==> config.mk <==
export PLATFORM = sky130hd
export DESIGN_NAME = avmm_decode_mux
export DESIGN_NICKNAME = d
export VERILOG_FILES = /design/src/rtl/ltpi_pkg.sv /design/src/rtl/avmm_sat_counter.sv /design/src/rtl/avmm_decode_mux.sv
export SDC_FILE = /design/constraint.sdc
export NUM_CORES = 1
export LEC_CHECK = 0
export BUFFER_PORTS_ARGS = -buffer_cell sky130_fd_sc_hd__buf_2
export CORE_AREA = 2 2 144 146
export CTS_BUF_LIST = sky130_fd_sc_hd__clkbuf_2 sky130_fd_sc_hd__clkbuf_4 sky130_fd_sc_hd__clkbuf_8
export CTS_CLUSTER_DIAMETER = 80
export DETAILED_ROUTE_END_ITERATION = 12
export DIE_AREA = 0 0 146 148
export GPL_ROUTABILITY_DRIVEN = 1
export PLACE_DENSITY = 0.83
export SLEW_MARGIN = 20
export SYNTH_ARGS = -nofsm -noshare
export SYNTH_HDL_FRONTEND = slang
export SYNTH_SLANG_ARGS = --single-unit
==> constraint.sdc <==
create_clock -name clk -period 4.5 [get_ports clk]
set_clock_uncertainty 0.2 [all_clocks]
set_input_delay 0.225 -clock clk [delete_from_list [all_inputs] [get_ports clk]]
set_output_delay 0.225 -clock clk [all_outputs]
set_load 0.01 [all_outputs]
==> src/rtl/ltpi_pkg.sv <==
// Shared LTPI definitions: AVMM router state encoding, response codes and timeout fill data.
package ltpi_pkg;

  typedef enum logic [1:0] {
    MUX_IDLE  = 2'd0,
    MUX_ISSUE = 2'd1,
    MUX_WAIT  = 2'd2,
    MUX_RESP  = 2'd3
  } avmm_mux_state_t;

  localparam logic [1:0]  AVMM_RESP_OKAY     = 2'b00;
  localparam logic [1:0]  AVMM_RESP_SLVERR   = 2'b10;
  localparam logic [1:0]  AVMM_RESP_DECERR   = 2'b11;
  localparam logic [31:0] AVMM_TIMEOUT_RDATA = 32'hDEAD_BEEF;

endpackage

==> src/rtl/avmm_sat_counter.sv <==
// Saturating event counter: +1 per cycle with inc high, holds at all-ones.
// Registered output, no backpressure.
module avmm_sat_counter #(
  parameter int WIDTH = 16
) (
  input  logic             clk,
  input  logic             rstn,
  input  logic             inc,
  output logic [WIDTH-1:0] cnt
);

  always_ff @(posedge clk or negedge rstn) begin
    if (!rstn) begin
      cnt <= '0;
    end else if (inc && (cnt != {WIDTH{1'b1}})) begin
      cnt <= cnt + 1'b1;
    end
  end

endmodule

==> src/rtl/avmm_decode_mux.sv <==
// Avalon-MM 1:N address-decode router, one outstanding transaction; zero-wait read = 3 cycles.
// Upstream stalled (s_waitrequest) whenever the FSM is not idle; downstream stall extends ISSUE.
module avmm_decode_mux
  import ltpi_pkg::*;
#(
  parameter int ADDR_WIDTH     = 32,
  parameter int DATA_WIDTH     = 32,
  parameter int NUM_PORTS      = 4,
  parameter int SEL_LSB        = 8,
  parameter int SEL_W          = 4,
  parameter int TIMEOUT_CYCLES = 255
) (
  input  logic                            clk,
  input  logic                            rstn,
  input  logic [ADDR_WIDTH-1:0]           s_address,
  input  logic                            s_read,
  input  logic                            s_write,
  input  logic [DATA_WIDTH-1:0]           s_writedata,
  input  logic [DATA_WIDTH/8-1:0]         s_byteenable,
  output logic                            s_waitrequest,
  output logic [DATA_WIDTH-1:0]           s_readdata,
  output logic                            s_readdatavalid,
  output logic                            s_writeresponsevalid,
  output logic [1:0]                      s_response,
  output logic [ADDR_WIDTH-1:0]           m_address,
  output logic [DATA_WIDTH-1:0]           m_writedata,
  output logic [DATA_WIDTH/8-1:0]         m_byteenable,
  output logic [NUM_PORTS-1:0]            m_read,
  output logic [NUM_PORTS-1:0]            m_write,
  input  logic [NUM_PORTS-1:0]            m_waitrequest,
  input  logic [NUM_PORTS-1:0]            m_readdatavalid,
  input  logic [NUM_PORTS-1:0]            m_writeresponsevalid,
  input  logic [NUM_PORTS*DATA_WIDTH-1:0] m_readdata,
  input  logic [NUM_PORTS*2-1:0]          m_response,
  output logic [15:0]                     err_decode_cnt,
  output logic [15:0]                     err_timeout_cnt,
  output logic                            busy
);

  localparam int NSEL = 1 << SEL_W;
  localparam logic [ADDR_WIDTH-1:0] SEL_MASK =
    {{(ADDR_WIDTH-SEL_W){1'b0}}, {SEL_W{1'b1}}} << SEL_LSB;
  localparam logic [31:0] TO_LAST = 32'(TIMEOUT_CYCLES - 1);

  avmm_mux_state_t state_q, state_d;

  logic [SEL_W-1:0]      sel_in, sel_q;
  logic                  is_wr_q;
  logic [31:0]           tcnt_q;
  logic                  cmd, dec_ok, to_hit, done_hit, dec_inc, to_inc;
  logic [NSEL-1:0]       wait_pad, rvld_pad, wvld_pad;
  logic [DATA_WIDTH-1:0] rdata_arr [NSEL];
  logic [1:0]            resp_arr  [NSEL];
  logic [NUM_PORTS-1:0]  port_hit;

  // Pad per-port inputs out to the full select range so sel can index them directly.
  for (genvar i = 0; i < NSEL; i++) begin : g_pad
    if (i < NUM_PORTS) begin : g_real
      assign wait_pad[i]  = m_waitrequest[i];
      assign rvld_pad[i]  = m_readdatavalid[i];
      assign wvld_pad[i]  = m_writeresponsevalid[i];
      assign rdata_arr[i] = m_readdata[i*DATA_WIDTH +: DATA_WIDTH];
      assign resp_arr[i]  = m_response[2*i +: 2];
    end else begin : g_none
      assign wait_pad[i]  = 1'b1;
      assign rvld_pad[i]  = 1'b0;
      assign wvld_pad[i]  = 1'b0;
      assign rdata_arr[i] = '0;
      assign resp_arr[i]  = AVMM_RESP_OKAY;
    end
  end

  for (genvar i = 0; i < NUM_PORTS; i++) begin : g_hit
    assign port_hit[i] = (sel_q == SEL_W'(i));
  end

  assign cmd      = s_read | s_write;
  assign sel_in   = s_address[SEL_LSB +: SEL_W];
  assign dec_ok   = 32'(sel_in) < 32'(NUM_PORTS);
  assign to_hit   = (TIMEOUT_CYCLES != 0) && (tcnt_q == TO_LAST);
  assign done_hit = (state_q == MUX_WAIT) && (is_wr_q ? wvld_pad[sel_q] : rvld_pad[sel_q]);
  assign dec_inc  = (state_q == MUX_IDLE) && cmd && !dec_ok;
  // A completion landing on the timeout cycle takes priority.
  assign to_inc   = ((state_q == MUX_ISSUE) || (state_q == MUX_WAIT)) && to_hit && !done_hit;

  always_ff @(posedge clk or negedge rstn) begin
    if (!rstn) state_q <= MUX_IDLE;
    else       state_q <= state_d;
  end

  always_comb begin
    state_d = state_q;
    unique case (state_q)
      MUX_IDLE:  if (cmd) state_d = dec_ok ? MUX_ISSUE : MUX_RESP;
      MUX_ISSUE: begin
        if (to_hit)                  state_d = MUX_RESP;
        else if (!wait_pad[sel_q])   state_d = MUX_WAIT;
      end
      MUX_WAIT:  if (done_hit || to_hit) state_d = MUX_RESP;
      MUX_RESP:  state_d = MUX_IDLE;
      default:   state_d = MUX_IDLE;
    endcase
  end

  always_comb begin
    m_read               = '0;
    m_write              = '0;
    s_waitrequest        = (state_q != MUX_IDLE);
    busy                 = (state_q != MUX_IDLE);
    s_readdatavalid      = 1'b0;
    s_writeresponsevalid = 1'b0;
    if (state_q == MUX_ISSUE) begin
      if (is_wr_q) m_write = port_hit;
      else         m_read  = port_hit;
    end
    if (state_q == MUX_RESP) begin
      s_readdatavalid      = !is_wr_q;
      s_writeresponsevalid = is_wr_q;
    end
  end

  always_ff @(posedge clk or negedge rstn) begin
    if (!rstn) begin
      sel_q        <= '0;
      is_wr_q      <= 1'b0;
      tcnt_q       <= '0;
      m_address    <= '0;
      m_writedata  <= '0;
      m_byteenable <= '0;
      s_readdata   <= '0;
      s_response   <= AVMM_RESP_OKAY;
    end else begin
      unique case (state_q)
        MUX_IDLE: begin
          if (cmd) begin
            sel_q        <= sel_in;
            is_wr_q      <= !s_read;
            tcnt_q       <= '0;
            m_address    <= s_address & ~SEL_MASK;
            m_writedata  <= s_writedata;
            m_byteenable <= s_byteenable;
            if (!dec_ok) begin
              s_readdata <= '0;
              s_response <= AVMM_RESP_DECERR;
            end
          end
        end
        MUX_ISSUE, MUX_WAIT: begin
          tcnt_q <= tcnt_q + 32'd1;
          if (done_hit) begin
            s_readdata <= is_wr_q ? '0 : rdata_arr[sel_q];
            s_response <= resp_arr[sel_q];
          end else if (to_hit) begin
            s_readdata <= is_wr_q ? '0 : DATA_WIDTH'(AVMM_TIMEOUT_RDATA);
            s_response <= AVMM_RESP_SLVERR;
          end
        end
        default: ;
      endcase
    end
  end

  avmm_sat_counter #(.WIDTH(16)) u_dec_cnt (
    .clk  (clk),
    .rstn (rstn),
    .inc  (dec_inc),
    .cnt  (err_decode_cnt)
  );

  avmm_sat_counter #(.WIDTH(16)) u_to_cnt (
    .clk  (clk),
    .rstn (rstn),
    .inc  (to_inc),
    .cnt  (err_timeout_cnt)
  );

endmodule

## Word-level counts from Yosys, hierarchy flattened

Index checks and enable logic that the tools add are counted.

| storage, ports and cells | value |
|---|---|
| register bits after elaboration | 169 |
| input bits | 220 |
| output and inout port bits | 146 |

| operators by class | value |
|---|---|
| add/subtract/negate cells | 3 |
| $lt $le $gt $ge | 3 |
| equality and inequality tests | 14 |
| mux-type cells | 39 |
| bitwise gates (word level) | 2 |
| reductions and logical operators | 22 |

Operator list:

| cell | count |
|---|---|
| $mux W32 | 9 |
| $bmux W32 S4 | 1 |
| $pmux W32 S2 | 2 |
| $add A16 B1 Y16 const B | 2 |
| $add A32 B1 Y32 const B | 1 |
| $eq A32 B8 Y1 const B | 1 |
| $ne A16 B16 Y1 const B | 2 |
| $mux W2 | 11 |
| $mux W4 | 4 |
| $bmux W1 S4 | 3 |
| $bmux W2 S4 | 1 |
| $eq A4 B2 Y1 const B | 2 |
| $pmux W2 S4 | 1 |
| $logic_and A1 B1 Y1 | 7 |
| $mux W1 | 6 |
| $ne A3 B3 Y1 const B | 2 |
| $ge A5 B5 Y1 const B | 1 |
| $lt A4 B5 Y1 const B | 1 |
| $not A4 Y5 | 1 |
| $eq A2 B2 Y1 const B | 2 |
| $eq A4 B1 Y1 const B | 1 |
| $logic_not A1 Y1 | 4 |
| $logic_not A4 Y1 | 1 |
| $lt A4 B3 Y1 const B | 1 |
| 12 further kinds | 16 |

## Logic depth before layout (Yosys ltp)

| logic depth | value |
|---|---|
| depth after elaboration | 7 |
| gate-level depth with buffers | 11 |

## By module

Synthesis repeated with hierarchy kept, for this count alone.

| second synthesis, totals | value |
|---|---|
| cell total of the unflattened synthesis | 735 |
| area total of the unflattened synthesis | 8747.1 µm² |

Modules (own cells, without submodules):

| module | instances | cells an instance | area an instance (µm²) | seq. area each (µm²) |
|---|---|---|---|---|
| avmm_decode_mux | 1 | 591 | 7028.0 | 3428.3 |
| avmm_sat_counter | 2 | 72 | 859.6 | 400.4 |

## Least setup slack after synthesis

Ideal clock, no wire load.

| timing path | value |
|---|---|
| path kind | register to register |
| start point | reg tcnt_q[11] |
| end point | reg u_to_cnt.cnt[15] |
| library setup time | 0.079 ns |
| arrival | 2.405 ns |
| data required time | 4.221 ns |
| slack | 1.816 ns |
| stages on the path, launching flop included | 8 |
| period minus slack after synthesis | 2.684 ns |
| cells stage by stage | dfrtp_1 > or4_1 > or4_4 > nor3_4 > or4b_1 > buf_6 > nor2_2 > xor2_1 |

| between the ends | value |
|---|---|
| word-level cells in the longest chain between the ends | 4 |

Ends and longest elaborated chain:

| what | RTL line | text |
|---|---|---|
| from (decl) | avmm_decode_mux.sv:49 | `logic [31:0] tcnt_q;` |
| from (signal assigned) | avmm_decode_mux.sv:149 | `tcnt_q <= tcnt_q + 32'd1;` |
| $eq A32 B8 Y1 | avmm_decode_mux.sv:80 | `assign to_hit = (TIMEOUT_CYCLES != 0) && (tcnt_q == TO_LAST);` |
| $logic_and A1 B1 Y1 (2 in a row) | avmm_decode_mux.sv:84 | `assign to_inc = ((state_q == MUX_ISSUE) \|\| (state_q == MUX_WAIT)) && to_hit && !done_hit;` |
| $logic_and A1 B1 Y1 | avmm_sat_counter.sv:15 | `end else if (inc && (cnt != {WIDTH{1'b1}})) begin` |
| to (signal assigned) | avmm_sat_counter.sv:16 | `cnt <= cnt + 1'b1;` |
| to (decl) | avmm_sat_counter.sv:9 | `output logic [WIDTH-1:0] cnt` |

Every way passes these cells.
A chain may end at the register's enable or synchronous reset.

## Worst setup path in the final report

| timing path | value |
|---|---|
| start point | reg tcnt_q[11] |
| end point | reg s_readdata[9] |

| between the ends | value |
|---|---|
| word-level cells in the longest chain between the ends | 3 |

Ends and longest elaborated chain:

| what | RTL line | text |
|---|---|---|
| $eq A32 B8 Y1 | avmm_decode_mux.sv:80 |  |
| $ne A3 B3 Y1 (no source line) | - |  |
| $reduce_and A4 Y1 (no source line) | - |  |
| to (signal assigned) | avmm_decode_mux.sv:151 | `s_readdata <= is_wr_q ? '0 : rdata_arr[sel_q];` |
| to (signal assigned) | avmm_decode_mux.sv:154 | `s_readdata <= is_wr_q ? '0 : DATA_WIDTH'(AVMM_TIMEOUT_RDATA);` |
| to (decl) | avmm_decode_mux.sv:21 | `output logic [DATA_WIDTH-1:0] s_readdata,` |

Every way passes these cells.

==> results.sh <==
export IMPL_outcome="finished, final reports clean"
export IMPL_r2r_end="s_readdata[9]"
export IMPL_synth_edff_count=0
export IMPL_fp_row_count=52
export IMPL_cpMaxStageDelayCell="o22ai_2"
export IMPL_setup_tns_ps=0
export IMPL_grt_pass1_vias=8152
export IMPL_antenna_found_initial=1
export IMPL_synth_top_cell_area_share=0.511
export IMPL_dp_final_hpwl_mm=19.7
export IMPL_maxCapViolCount=0
export IMPL_dpl_cell_count=1453
export IMPL_path_max_fanout=24
export IMPL_ys_warnings_count=0
export IMPL_hold_depth=4
export IMPL_synth_cell_types=48
export IMPL_initial_core_util=0.413
export IMPL_path_clk_slew_ps=100
export IMPL_cts_sinks=169
export IMPL_die_y_um=148
export IMPL_fp_dieArea_mm2=0.0216
export IMPL_ctsRootBufferMaster="clkbuf_8"
export IMPL_report_final_setup_viol=0
export IMPL_post_drt_wl_per_cell_um=18.2
export IMPL_final_hold_violation_count=0
export IMPL_yosys_area_top_type="dfrtp_1"
export IMPL_crit_type="register to register"
export IMPL_stdcell_count=1556
export IMPL_die_width_um=146
export IMPL_first_pass_iters=5
export IMPL_gr_total_overflow=0
export IMPL_cts_tree="built"
export IMPL_synth_seq_cells=169
export IMPL_crit_chain="or4_1 > or4_4 > nor3_4 > a21oi_1 > o22ai_2 > a21oi_1"
export IMPL_rr_worst_depth=6
export IMPL_finalCritPeriodShare=0.725
export IMPL_place_gp_congestion=0.870
export IMPL_dr_total_vias=8155
export IMPL_final_nets=1500
export IMPL_core_area_mm2=0.0200
export IMPL_ant_nets=0
export IMPL_synth_xor_area_frac=0.0582
export IMPL_p_per_area_mw_per_mm2=565
export IMPL_crit_path_end_kind="register"
export IMPL_grt_pass1_wl_mm=43.0
export IMPL_holdWs_ps=26.5
export IMPL_synth_avg_cell_area_um2=9.67
export IMPL_crit_end="s_readdata[9]"
export IMPL_startpoint_type="register"
export IMPL_synthAdderAreaFrac=0.0121
export IMPL_ctsHtreeMaxLevel=4
export IMPL_synthFlopType="dfrtp_1"
export IMPL_synthMuxAreaShare=0.106
export IMPL_drt_iter0_markers=551
export IMPL_ir_drop_mv=0.387
export IMPL_clockBufferDepth=2
export IMPL_synth_compound_area_share=0.0461
export IMPL_synthTopCellsByArea="dfrtp_1 51%, nand2_1 12%, mux4_2 9.5%"
export IMPL_vias_per_cell=5.24
export IMPL_synth_top_family_by_area="simple AND/OR/NAND/NOR gates"
export IMPL_numPortBuffers=361
export IMPL_period_needed_ps=3260
export IMPL_slew_headroom=0.247
export IMPL_cpPeakStageDelay_ps=850
export IMPL_cp_common_cell="a21oi_1"
export IMPL_rr_startpoint="tcnt_q[11]"
export IMPL_synth_area_mm2=0.00828
export IMPL_hp_class="input port to register"
export IMPL_crit_arrival_ps=3340
export IMPL_wirelength_mm=28.4
export IMPL_grt_max_degree=95
export IMPL_pin_count=366
export IMPL_p_leak_nw=5.92
export IMPL_slew_viol_final=0
export IMPL_synth_yosys_seq_area_share=0.511
export IMPL_worst_r2r_setup_slack_ps=1240
export IMPL_yosys_area_share_simple=0.231
export IMPL_clk_latency_ps=450
export IMPL_grt_use_total=0.256
export IMPL_syn_instance_count=856
export IMPL_drive_gt1_frac=0.356
export IMPL_post_cts_buffers=0
export IMPL_rsz0062_at_grt="false"
export IMPL_async_flop_share=1.00
export IMPL_worstPathRequired_ps=4580
export IMPL_cts_buffers_inserted=17
export IMPL_worst_pin_slew_ps=1130
export IMPL_drc=0
export IMPL_startpoint="tcnt_q[11]"
export IMPL_syn_to_final_growth_pct=38.2
export IMPL_fmax_mhz=306
-- cell usage in the layout, fill, tap and decap left out, drive strengths merged, types with 11 or more instances in the layout --
| master | Yosys | final |
|---|---|---|
| a21oi | 34 | 34 |
| and3 | 12 | 12 |
| buf | 18 | 369 |
| clkbuf | 27 | 17 |
| dfrtp | 169 | 169 |
| dlygate4sd3 | 0 | 70 |
| inv | 25 | 34 |
| mux4 | 35 | 35 |
| nand2 | 265 | 265 |
| nand3 | 22 | 22 |
| nand4 | 18 | 18 |
| nor2 | 83 | 83 |
| nor3 | 11 | 11 |
| o21ai | 15 | 15 |
| xnor2 | 18 | 18 |
| xor2 | 37 | 37 |
-- critical path, delay by kind of cell (launching register included) --
family	cells	cell delay (ps)
DFF	1	410
AOI/OAI and AO/OA	3	1160
and+or+nand+nor	3	1310
-- Yosys cell counts (10+ instances only) --
master    instances
o21ai_0          14
nor3_1           10
nand2_1         265
a21oi_1          34
dfrtp_1         169
and3_1           12
mux4_2           35
nand4_1          18
nor2_1           76
inv_1            25
nand3_1          22
xnor2_1          18
clkbuf_1         27
xor2_1           37
-- routing by layer --
| metal | wire length, µm | track usage | share of wire | up-vias |
|---|---|---|---|---|
| met5 | 0 | 0 | 0 | - |
| met4 | 1500 | 0.148 | 0.053 | 0 |
| met3 | 2220 | 0.0611 | 0.078 | 93 |
| met2 | 13900 | 0.424 | 0.49 | 427 |
| met1 | 10800 | 0.308 | 0.38 | 3951 |
| li1 | - | - | - | 3684 |
-- state kept, by name (all words and copies together), names as in the netlist --
name           count
m_byteenable       4
u_to_cnt.cnt      16
state_q            2
u_dec_cnt.cnt     16
m_writedata       32
m_address         28
sel_q              4
s_response         2
is_wr_q            1
s_readdata        32
tcnt_q            32
-- worst min path at each step --
stage                   startpoint           endpoint  slack, ps
CTS                        s_write         state_q[1]          6
global route        m_readdata[52]     s_readdata[20]         60
floorplan                     rstn            is_wr_q       -270
detailed placement            rstn  u_dec_cnt.cnt[14]        170
global placement              rstn  u_dec_cnt.cnt[14]        170
finish                     s_write         state_q[1]         30
-- cell families (layout without fill, tap and decap cells) --
logic type	after synthesis	after routing
muxes	43	43
buffers and inverters	70	496
other	1	5
DFF	169	169
and+or+nand+nor	442	442
AOI/OAI and AO/OA	68	68
adders and majority gates	8	8
xor gates and xnor gates	55	55
-- timing repair --
item | in CTS | in global routing
hold buffers | 70 | 0
endpoints found under the hold margin | 161 | 0
gates resized for setup | 0 | 0
endpoints found under the setup margin | 0 | 0
-- report_power, final --
part           switching, mW  internal (mW)
combinational           1.81           1.17
clock                  0.640          0.472
sequential             0.366           2.01
total                   2.82           3.65
-- area by class of cell --
| class | count | area (µm²) |
|---|---|---|
| Timing Repair Buffer | 439 | 2570 |
| Antenna cell | 1 | 2.50 |
| Clock inverter | 15 | 175 |
| Fill cell | 1698 | 8600 |
| Inverter | 25 | 93.8 |
| Sequential cell | 169 | 4230 |
| Multi-Input combinational cell | 620 | 3790 |
| Tap cell | 270 | 338 |
| Clock buffer | 17 | 234 |
-- metrics by stage --
stage	worst slack, ps	utilization	area (µm²)	power (mW)
finish	1240	0.571	11400	6.46
global route	1060	0.571	11400	6.87
CTS	1280	0.571	11400	6.40
detailed placement	1290	0.515	10300	5.23
global placement	1420	0.515	10300	5.14
floorplan	1820	-	8290	4.13
No activity file was read; power rests on OpenSTA's default activity.
